`src/rtl/mc_fifo.sv`:
```
// mc_fifo: bank of independent first-word-fall-through FIFOs, one per channel.
//
// Each channel has its own storage array, read/write pointers, occupancy level
// and sticky overflow flag. The head entry of a non-empty channel is always
// presented on data_out. Status outputs (full, almost-full, valid) are flops
// loaded from the next-state level, so they always agree with the registered
// level output.
//
// Ports
//   clock                clock, all logic on its rising edge
//   rst_n                asynchronous active-low reset
//   data_in              write data, channel c at [c*DATA_WIDTH +: DATA_WIDTH]
//   data_in_valid        per-channel write request
//   data_in_full         per-channel full (level == BUFFER_SIZE)
//   data_in_almost_full  per-channel level >= ALMOST_FULL_LEVEL
//   data_out             per-channel head entry, same packing as data_in
//   data_out_valid       per-channel head valid (level != 0)
//   data_out_ack         per-channel pop of the head
//   flush                per-channel synchronous empty, highest priority
//   level                per-channel occupancy, channel c at [c*LEVEL_WIDTH +: LEVEL_WIDTH]
//   overflow             per-channel sticky flag, write attempted while full

module mc_fifo #(
    parameter int NUM_CHANNELS      = 4,
    parameter int BUFFER_SIZE       = 16,
    parameter int DATA_WIDTH        = 32,
    parameter int ALMOST_FULL_LEVEL = 14,
    localparam int LEVEL_WIDTH      = $clog2(BUFFER_SIZE + 1)
) (
    input  logic                                clock,
    input  logic                                rst_n,
    input  logic [NUM_CHANNELS*DATA_WIDTH-1:0]  data_in,
    input  logic [NUM_CHANNELS-1:0]             data_in_valid,
    output logic [NUM_CHANNELS-1:0]             data_in_full,
    output logic [NUM_CHANNELS-1:0]             data_in_almost_full,
    output logic [NUM_CHANNELS*DATA_WIDTH-1:0]  data_out,
    output logic [NUM_CHANNELS-1:0]             data_out_valid,
    input  logic [NUM_CHANNELS-1:0]             data_out_ack,
    input  logic [NUM_CHANNELS-1:0]             flush,
    output logic [NUM_CHANNELS*LEVEL_WIDTH-1:0] level,
    output logic [NUM_CHANNELS-1:0]             overflow
);

    localparam int PTR_WIDTH = $clog2(BUFFER_SIZE);

    localparam logic [PTR_WIDTH-1:0]   PTR_LAST = PTR_WIDTH'(BUFFER_SIZE - 1);
    localparam logic [LEVEL_WIDTH-1:0] LVL_FULL = LEVEL_WIDTH'(BUFFER_SIZE);
    localparam logic [LEVEL_WIDTH-1:0] LVL_AF   = LEVEL_WIDTH'(ALMOST_FULL_LEVEL);
    localparam logic [LEVEL_WIDTH-1:0] LVL_ONE  = LEVEL_WIDTH'(1);

    // Pointers wrap explicitly so BUFFER_SIZE need not be a power of two.
    function automatic logic [PTR_WIDTH-1:0] ptr_inc(input logic [PTR_WIDTH-1:0] p);
        if (p == PTR_LAST)
            return '0;
        else
            return p + PTR_WIDTH'(1);
    endfunction

    for (genvar c = 0; c < NUM_CHANNELS; c++) begin : g_ch

        logic [DATA_WIDTH-1:0]  mem [BUFFER_SIZE];
        logic [PTR_WIDTH-1:0]   wr_ptr;
        logic [PTR_WIDTH-1:0]   rd_ptr;
        logic [LEVEL_WIDTH-1:0] lvl_q;
        logic [LEVEL_WIDTH-1:0] lvl_d;
        logic                   full_q;
        logic                   afull_q;
        logic                   valid_q;
        logic                   ovf_q;
        logic                   push;
        logic                   pop;
        logic                   wr_while_full;

        // A full channel rejects writes using the registered full flag, so a
        // same-cycle pop never makes room for a simultaneous push.
        assign push          = data_in_valid[c] & ~full_q & ~flush[c];
        assign pop           = valid_q & data_out_ack[c] & ~flush[c];
        assign wr_while_full = data_in_valid[c] & full_q & ~flush[c];

        always_comb begin
            lvl_d = lvl_q;
            if (flush[c])
                lvl_d = '0;
            else if (push && !pop)
                lvl_d = lvl_q + LVL_ONE;
            else if (pop && !push)
                lvl_d = lvl_q - LVL_ONE;
        end

        always_ff @(posedge clock or negedge rst_n) begin
            if (!rst_n) begin
                lvl_q   <= '0;
                wr_ptr  <= '0;
                rd_ptr  <= '0;
                full_q  <= 1'b0;
                afull_q <= 1'b0;
                valid_q <= 1'b0;
                ovf_q   <= 1'b0;
            end else begin
                lvl_q   <= lvl_d;
                full_q  <= (lvl_d == LVL_FULL);
                afull_q <= (lvl_d >= LVL_AF);
                valid_q <= (lvl_d != '0);
                if (flush[c]) begin
                    wr_ptr <= '0;
                    rd_ptr <= '0;
                    ovf_q  <= 1'b0;
                end else begin
                    if (push)
                        wr_ptr <= ptr_inc(wr_ptr);
                    if (pop)
                        rd_ptr <= ptr_inc(rd_ptr);
                    if (wr_while_full)
                        ovf_q <= 1'b1;
                end
            end
        end

        // Storage is deliberately not reset so it can map onto RAM.
        always_ff @(posedge clock) begin
            if (push)
                mem[wr_ptr] <= data_in[c*DATA_WIDTH +: DATA_WIDTH];
        end

        // Gating with valid forces data_out to zero while in reset or empty.
        assign data_out[c*DATA_WIDTH +: DATA_WIDTH]  = valid_q ? mem[rd_ptr] : '0;
        assign level[c*LEVEL_WIDTH +: LEVEL_WIDTH]   = lvl_q;
        assign data_in_full[c]                       = full_q;
        assign data_in_almost_full[c]                = afull_q;
        assign data_out_valid[c]                     = valid_q;
        assign overflow[c]                           = ovf_q;
    end

endmodule

```
`config.mk`:
```
export PLATFORM = sky130hd
export DESIGN_NAME = mc_fifo
export DESIGN_NICKNAME = d
export VERILOG_FILES = /design/src/rtl/mc_fifo.sv
export SDC_FILE = /design/constraint.sdc
export NUM_CORES = 2
export LEC_CHECK = 0
export CAP_MARGIN = 20
export CORE_ASPECT_RATIO = 1.1
export CORE_MARGIN = 1
export CORE_UTILIZATION = 50
export CTS_CLUSTER_DIAMETER = 60
export DETAILED_ROUTE_END_ITERATION = 10
export GPL_TIMING_DRIVEN = 1
export PLACE_DENSITY = 0.68
export SYNTH_ARGS = -nofsm -noshare
export SYNTH_HDL_FRONTEND = slang
export SYNTH_SLANG_ARGS = --single-unit
```
`constraint.sdc`:
```
create_clock -name clock -period 11.3 [get_ports clock]
set_input_delay 2.26 -clock clock [delete_from_list [all_inputs] [get_ports clock]]
set_output_delay 2.26 -clock clock [all_outputs]
set_load 0.03 [all_outputs]
```
---- After elaboration in Yosys (flattened, before gate mapping) ----
Memory sizes are Yosys's and may differ from the RTL's.
Index checks and enable logic that the tools add are counted.
storage, ports and cells
  bits in registers ....................... 68
  memory bits (writable) .................. 2048
  bits of input ports ..................... 142
  output and inout bits ................... 164
  logic and storage cells ................. 184
  memories ................................ 4
cells by class
  $add $sub $neg .......................... 16
  $lt $le $gt $ge ......................... 4
  equality and inequality tests ........... 12
  muxes and demuxes ....................... 56
  bitwise operators ....................... 32
  reductions and logical operators ........ 32
memories
  memory       depth  bits a word  rd ports  clocked after memory_dff  write ports  RTL line  text
  g_ch[0].mem  16     32           1         0                         1            61        logic [DATA_WIDTH-1:0] mem [BUFFER_SIZE];
  g_ch[1].mem  16     32           1         0                         1            61
  g_ch[2].mem  16     32           1         0                         1            61
  g_ch[3].mem  16     32           1         0                         1            61
operators with widths
  operator                                                                             number
  32-bit 2-to-1 mux                                                                    4
  4-bit 2-to-1 mux                                                                     24
  5-bit 2-to-1 mux                                                                     12
  4-bit by 1-bit adder with 4-bit output, second input constant                        8
  4-bit == test, second input constant                                                 8
  1-bit AND                                                                            24
  2-bit nonzero test                                                                   12
  5-bit by 1-bit adder with 5-bit output, second input constant                        4
  5-bit == test, second input constant                                                 4
  5-bit by 4-bit greater-or-equal comparator with 1-bit output, second input constant  4
  5-bit nonzero test                                                                   4
  5-bit by 1-bit subtractor with 5-bit output, second input constant                   4
  1-bit 2-to-1 mux                                                                     16
  1-bit logical AND                                                                    8
  1-bit logical NOT                                                                    8
  1-bit inverter                                                                       8

---- Logic depth before layout (Yosys ltp) ----
  word-level depth ........................ 9
  depth in mapped cells ................... 7
  gate-level depth less buffers ........... 7

---- Worst setup path before layout ----
Ideal clock, no wire load.
  kind .................................... input port to flip-flop
  start ................................... input data_in_valid[1]
  end ..................................... memory g_ch[1].mem[7][0], enable pin
  library setup time ...................... 0.502 ns
  data arrival time ....................... 5.625 ns
  data required time ...................... 10.798 ns
  path slack .............................. 5.173 ns
  stages .................................. 3
  path buffers ............................ 1
  path through ............................ nand2b_1 > clkbuf_1 > nor4_1
on the way
  cells in the longest elaborated chain, start to end .. 4
ends and longest elaborated chain
  what                                    RTL line  text
  start: declaration                      33        input logic [NUM_CHANNELS-1:0] data_in_valid,
  1-bit AND (2 in a row)                  76        assign push = data_in_valid[c] & ~full_q & ~flush[c];
  1-bit 2-to-1 mux                        121       if (push)
  1-bit 2-to-1 mux (not written as such)  122       mem[wr_ptr] <= data_in[c*DATA_WIDTH +: DATA_WIDTH];
  end: declaration                        61
Every way passes these cells.

---- Worst setup path in the final report ----
  start ................................... register g_ch[3].rd_ptr[1]
  end ..................................... output data_out[98]
on the way
  cells in the longest elaborated chain, start to end .. 2
ends and longest elaborated chain
  what                      RTL line  text
  start: declaration        63        logic [PTR_WIDTH-1:0] rd_ptr;
  start signal: assignment  112       rd_ptr <= ptr_inc(rd_ptr);
  memory read 16 x 32 bit   -
  32-bit 2-to-1 mux         126       assign data_out[c*DATA_WIDTH +: DATA_WIDTH] = valid_q ? mem[rd_ptr] : '0;
  end: declaration          36        output logic [NUM_CHANNELS*DATA_WIDTH-1:0] data_out,
Every way passes these cells.

==> impl_results.md <==
* Status: completed
* Mux contribution to synthesized area at 0.176
* Num CTS Buffers at 205
* Max-slew headroom at 0.282
* Routed vias/inst at 6.02
* Critical Setup Path Class: reg2out
* Initial antenna violation count at 23
* Synth area leaders: edfxtp_1, mux4_2, dfrtp_1, and2_1, ha_1
* Post-synthesis xor/xnor area fraction at 0.00171
* Final wirelength at 176 mm
* Final nets at 4071
* Final Hold Viols at 0
* Most common cell in the netlist: edfxtp_1
* Hold buffer count at cts at 0
* Synth top area share at 0.750
* Synth Flop Type: edfxtp_1
* Skew-Pair Late Insertion Delay at 820 ps
* Final ANT Viol Nets at 0
* Design Area, Final at 94000 µm²
* Mean Syn Cell Area at 23.4 µm²
* Synth Net Count at 3672
* Die H at 427 µm
* Largest family of logic cells by synthesized area: multiplexers
* Fill cells at 11700
* Critical Path End Type: output port
* Post-layout util at 0.578
* Library cells used by synthesis at 44
* CP Data Required Time at 9040 ps
* Setup Fix Bufs, Post-CTS at 0
* Pin count of the biggest net entering global routing at 108
* Max Freq at 141 MHz
* Worst-Margin Slew at 1080 ps
* FF+latch area at 63200 µm²
* Most frequent cells after synthesis: edfxtp_1, mux4_2, and2_1
* TritonCTS clock tree: done
* Max-cap viol count at 0
* Placed inst area at 87600 µm²
* Multi-input gate area at 17800 µm²
* Element type at the critical path start: register
* WHS Path Cells at 2
* Number of global-route vias before repair at 38500
* DR vias at 37300
* Period minus WS final at 7070 ps
* Clock transition at the registers of the reported paths at 60 ps
* DRC at 0
* DR pass1 iterations at 7
* Simple-gate area share of the yosys netlist at 0.0262
* FP Rows at 155
* Power Density at 192 nW/µm²
* Peak VDD IR at 0.180 mV
* DRT iter0 DRCs at 3004
* Post-Synth Adder-Cell Area at 0.00427
* Hold WC Path Type: reg2reg
* Layout cell share with drive strength beyond 1 at 0.270
* Setup TNS at 0 ps
* CORE AREA at 163000 µm²
* Initial Util at 0.504
* #FFs+latches synth at 2116
* Tot Pwr at 18100 µW
* R2R depth at 6
* Async set-reset flop share out of synthesis at 0.0321
* First-pass GRT wire length at 258 mm
* All-Layer GR Usage at 0.214
* H-tree depth at 4
* Root buf cell: clkbuf_16
* CP Data Arrival Time at 4810 ps
* # resized after CTS at 0
* Tcrit/Tclk final at 0.626
* Worst Path Max Fanout at 50
* Mapped Area at 82000 µm²
* Post-synth EDFFs at 2048
* # port buffers at 305
* Syn Inst Count at 3502
* I/O pin cnt at 306
* Seq/Total Area, Yosys at 0.771
* Synthesis Warnings at 0
* GPL Wtd Cong at 0.750
* Area growth syn-to-layout at 14.7%
* CTS Buffer Depth at 3
* Die area at 166000 µm²
* Setup Skew at 36.7 ps
* Die width at 388 µm
* Hold_ws at 499 ps
* Leakage at 0.0288 µW
* Drt wl/cell at 28.4 µm
* Synth area leader: edfxtp_1
* Pins Over Slew Limit at 0
* CTS Sinks at 2116
* Gr ovfl total at 0
* Detail Placement HPWL at 86.5 mm
* Unrepaired setup endpoints after global routing: no
* Final setup violation count at 0
* Synth Area in Compound Gates at 0.00615
per-stage QoR:
| stage | setup slack [ps] | cells |
|---|---|---|
| after global routing | 3990 | 6189 |
| after global placement | 5000 | 5813 |
| after detailed placement | 4990 | 5813 |
| after floorplan | 5170 | 3502 |
| after CTS | 4070 | 6187 |
| final | 4230 | 6190 |
area by class of cell:
type,count,area share
antenna,3,0.0000799
clock buffer,244,0.0573
clock inverter,130,0.0111
inverter,23,0.000918
multi-input combinational,1161,0.190
sequential,2116,0.673
tap,2119,0.0282
timing repair buffer,394,0.0401
metal layers:
metal	track usage	vias to the layer above	share of wire
met2	0.363	1334	0.51
met5	0	-	0.0010
met4	0.0581	26	0.023
met1	0.287	20000	0.40
met3	0.0393	296	0.069
li1	-	15600	-
flip-flops by register name (all words and copies together), names as in the netlist:
signal,flops
g_ch.afull_q,4
g_ch.full_q,4
g_ch.lvl_q,20
g_ch.mem,2048
g_ch.ovf_q,4
g_ch.rd_ptr,16
g_ch.valid_q,4
g_ch.wr_ptr,16
critical path: stages, from the launching register on:
cell	delay, ps
dfrtp_4	840
buf_4	600
buf_4	710
mux4_2	410
mux4_2	550
and2_1	210
clkdlybuf4s50_1	600
placed cells by master, fill, tap and decap left out, types with 8 or more instances in the layout:
| cell | count |
|---|---|
| edfxtp_1 | 2048 |
| mux4_2 | 640 |
| clkdlybuf4s50_1 | 304 |
| clkbuf_16 | 210 |
| and2_1 | 133 |
| buf_4 | 86 |
| clkinv_1 | 56 |
| nand2_1 | 54 |
| dfrtp_1 | 52 |
| nor2_1 | 51 |
| clkinv_2 | 39 |
| and2_2 | 36 |
| clkbuf_1 | 34 |
| a21oi_1 | 33 |
| ha_1 | 28 |
| inv_1 | 23 |
| nor3_1 | 21 |
| o21ai_0 | 15 |
| nor2_4 | 15 |
| bufinv_16 | 14 |
| nand3_1 | 12 |
| clkinvlp_4 | 11 |
| nor2b_1 | 9 |
| nand2b_1 | 9 |
| a311oi_1 | 9 |
| xor2_1 | 9 |
| dfrtp_4 | 8 |
| dfrtp_2 | 8 |
power by group:
part	switching, µW	internal [µW]
logic	1380	1270
clock network	2840	3710
registers	165	8720
total	4390	13700
cells by family (layout without fill, tap and decap cells):
kind of cell	after synthesis	after routing
other cells	0	3
buf+inv	225	791
simple gates	392	392
xor+xnor	16	16
fa+ha+maj	28	28
mux	645	645
compound gates	80	80
flops	2116	2116
worst paths after layout:
| path | start | endpoint | slack, ps |
|---|---|---|---|
| hold / removal | g_ch[1].ovf_q | g_ch[1].ovf_q | 500 |
| setup / recovery | g_ch[3].rd_ptr[1] | data_out[98] | 4230 |
| min in group asynchronous | rst_n | g_ch[1].lvl_q[4] | 1290 |
| setup reg to reg | g_ch[1].valid_q | g_ch[1].valid_q | 8270 |
| hold reg to reg | g_ch[1].ovf_q | g_ch[1].ovf_q | 500 |
| max in group asynchronous | rst_n | g_ch[3].rd_ptr[0] | 8780 |
No activity file was read; power rests on OpenSTA's default activity.
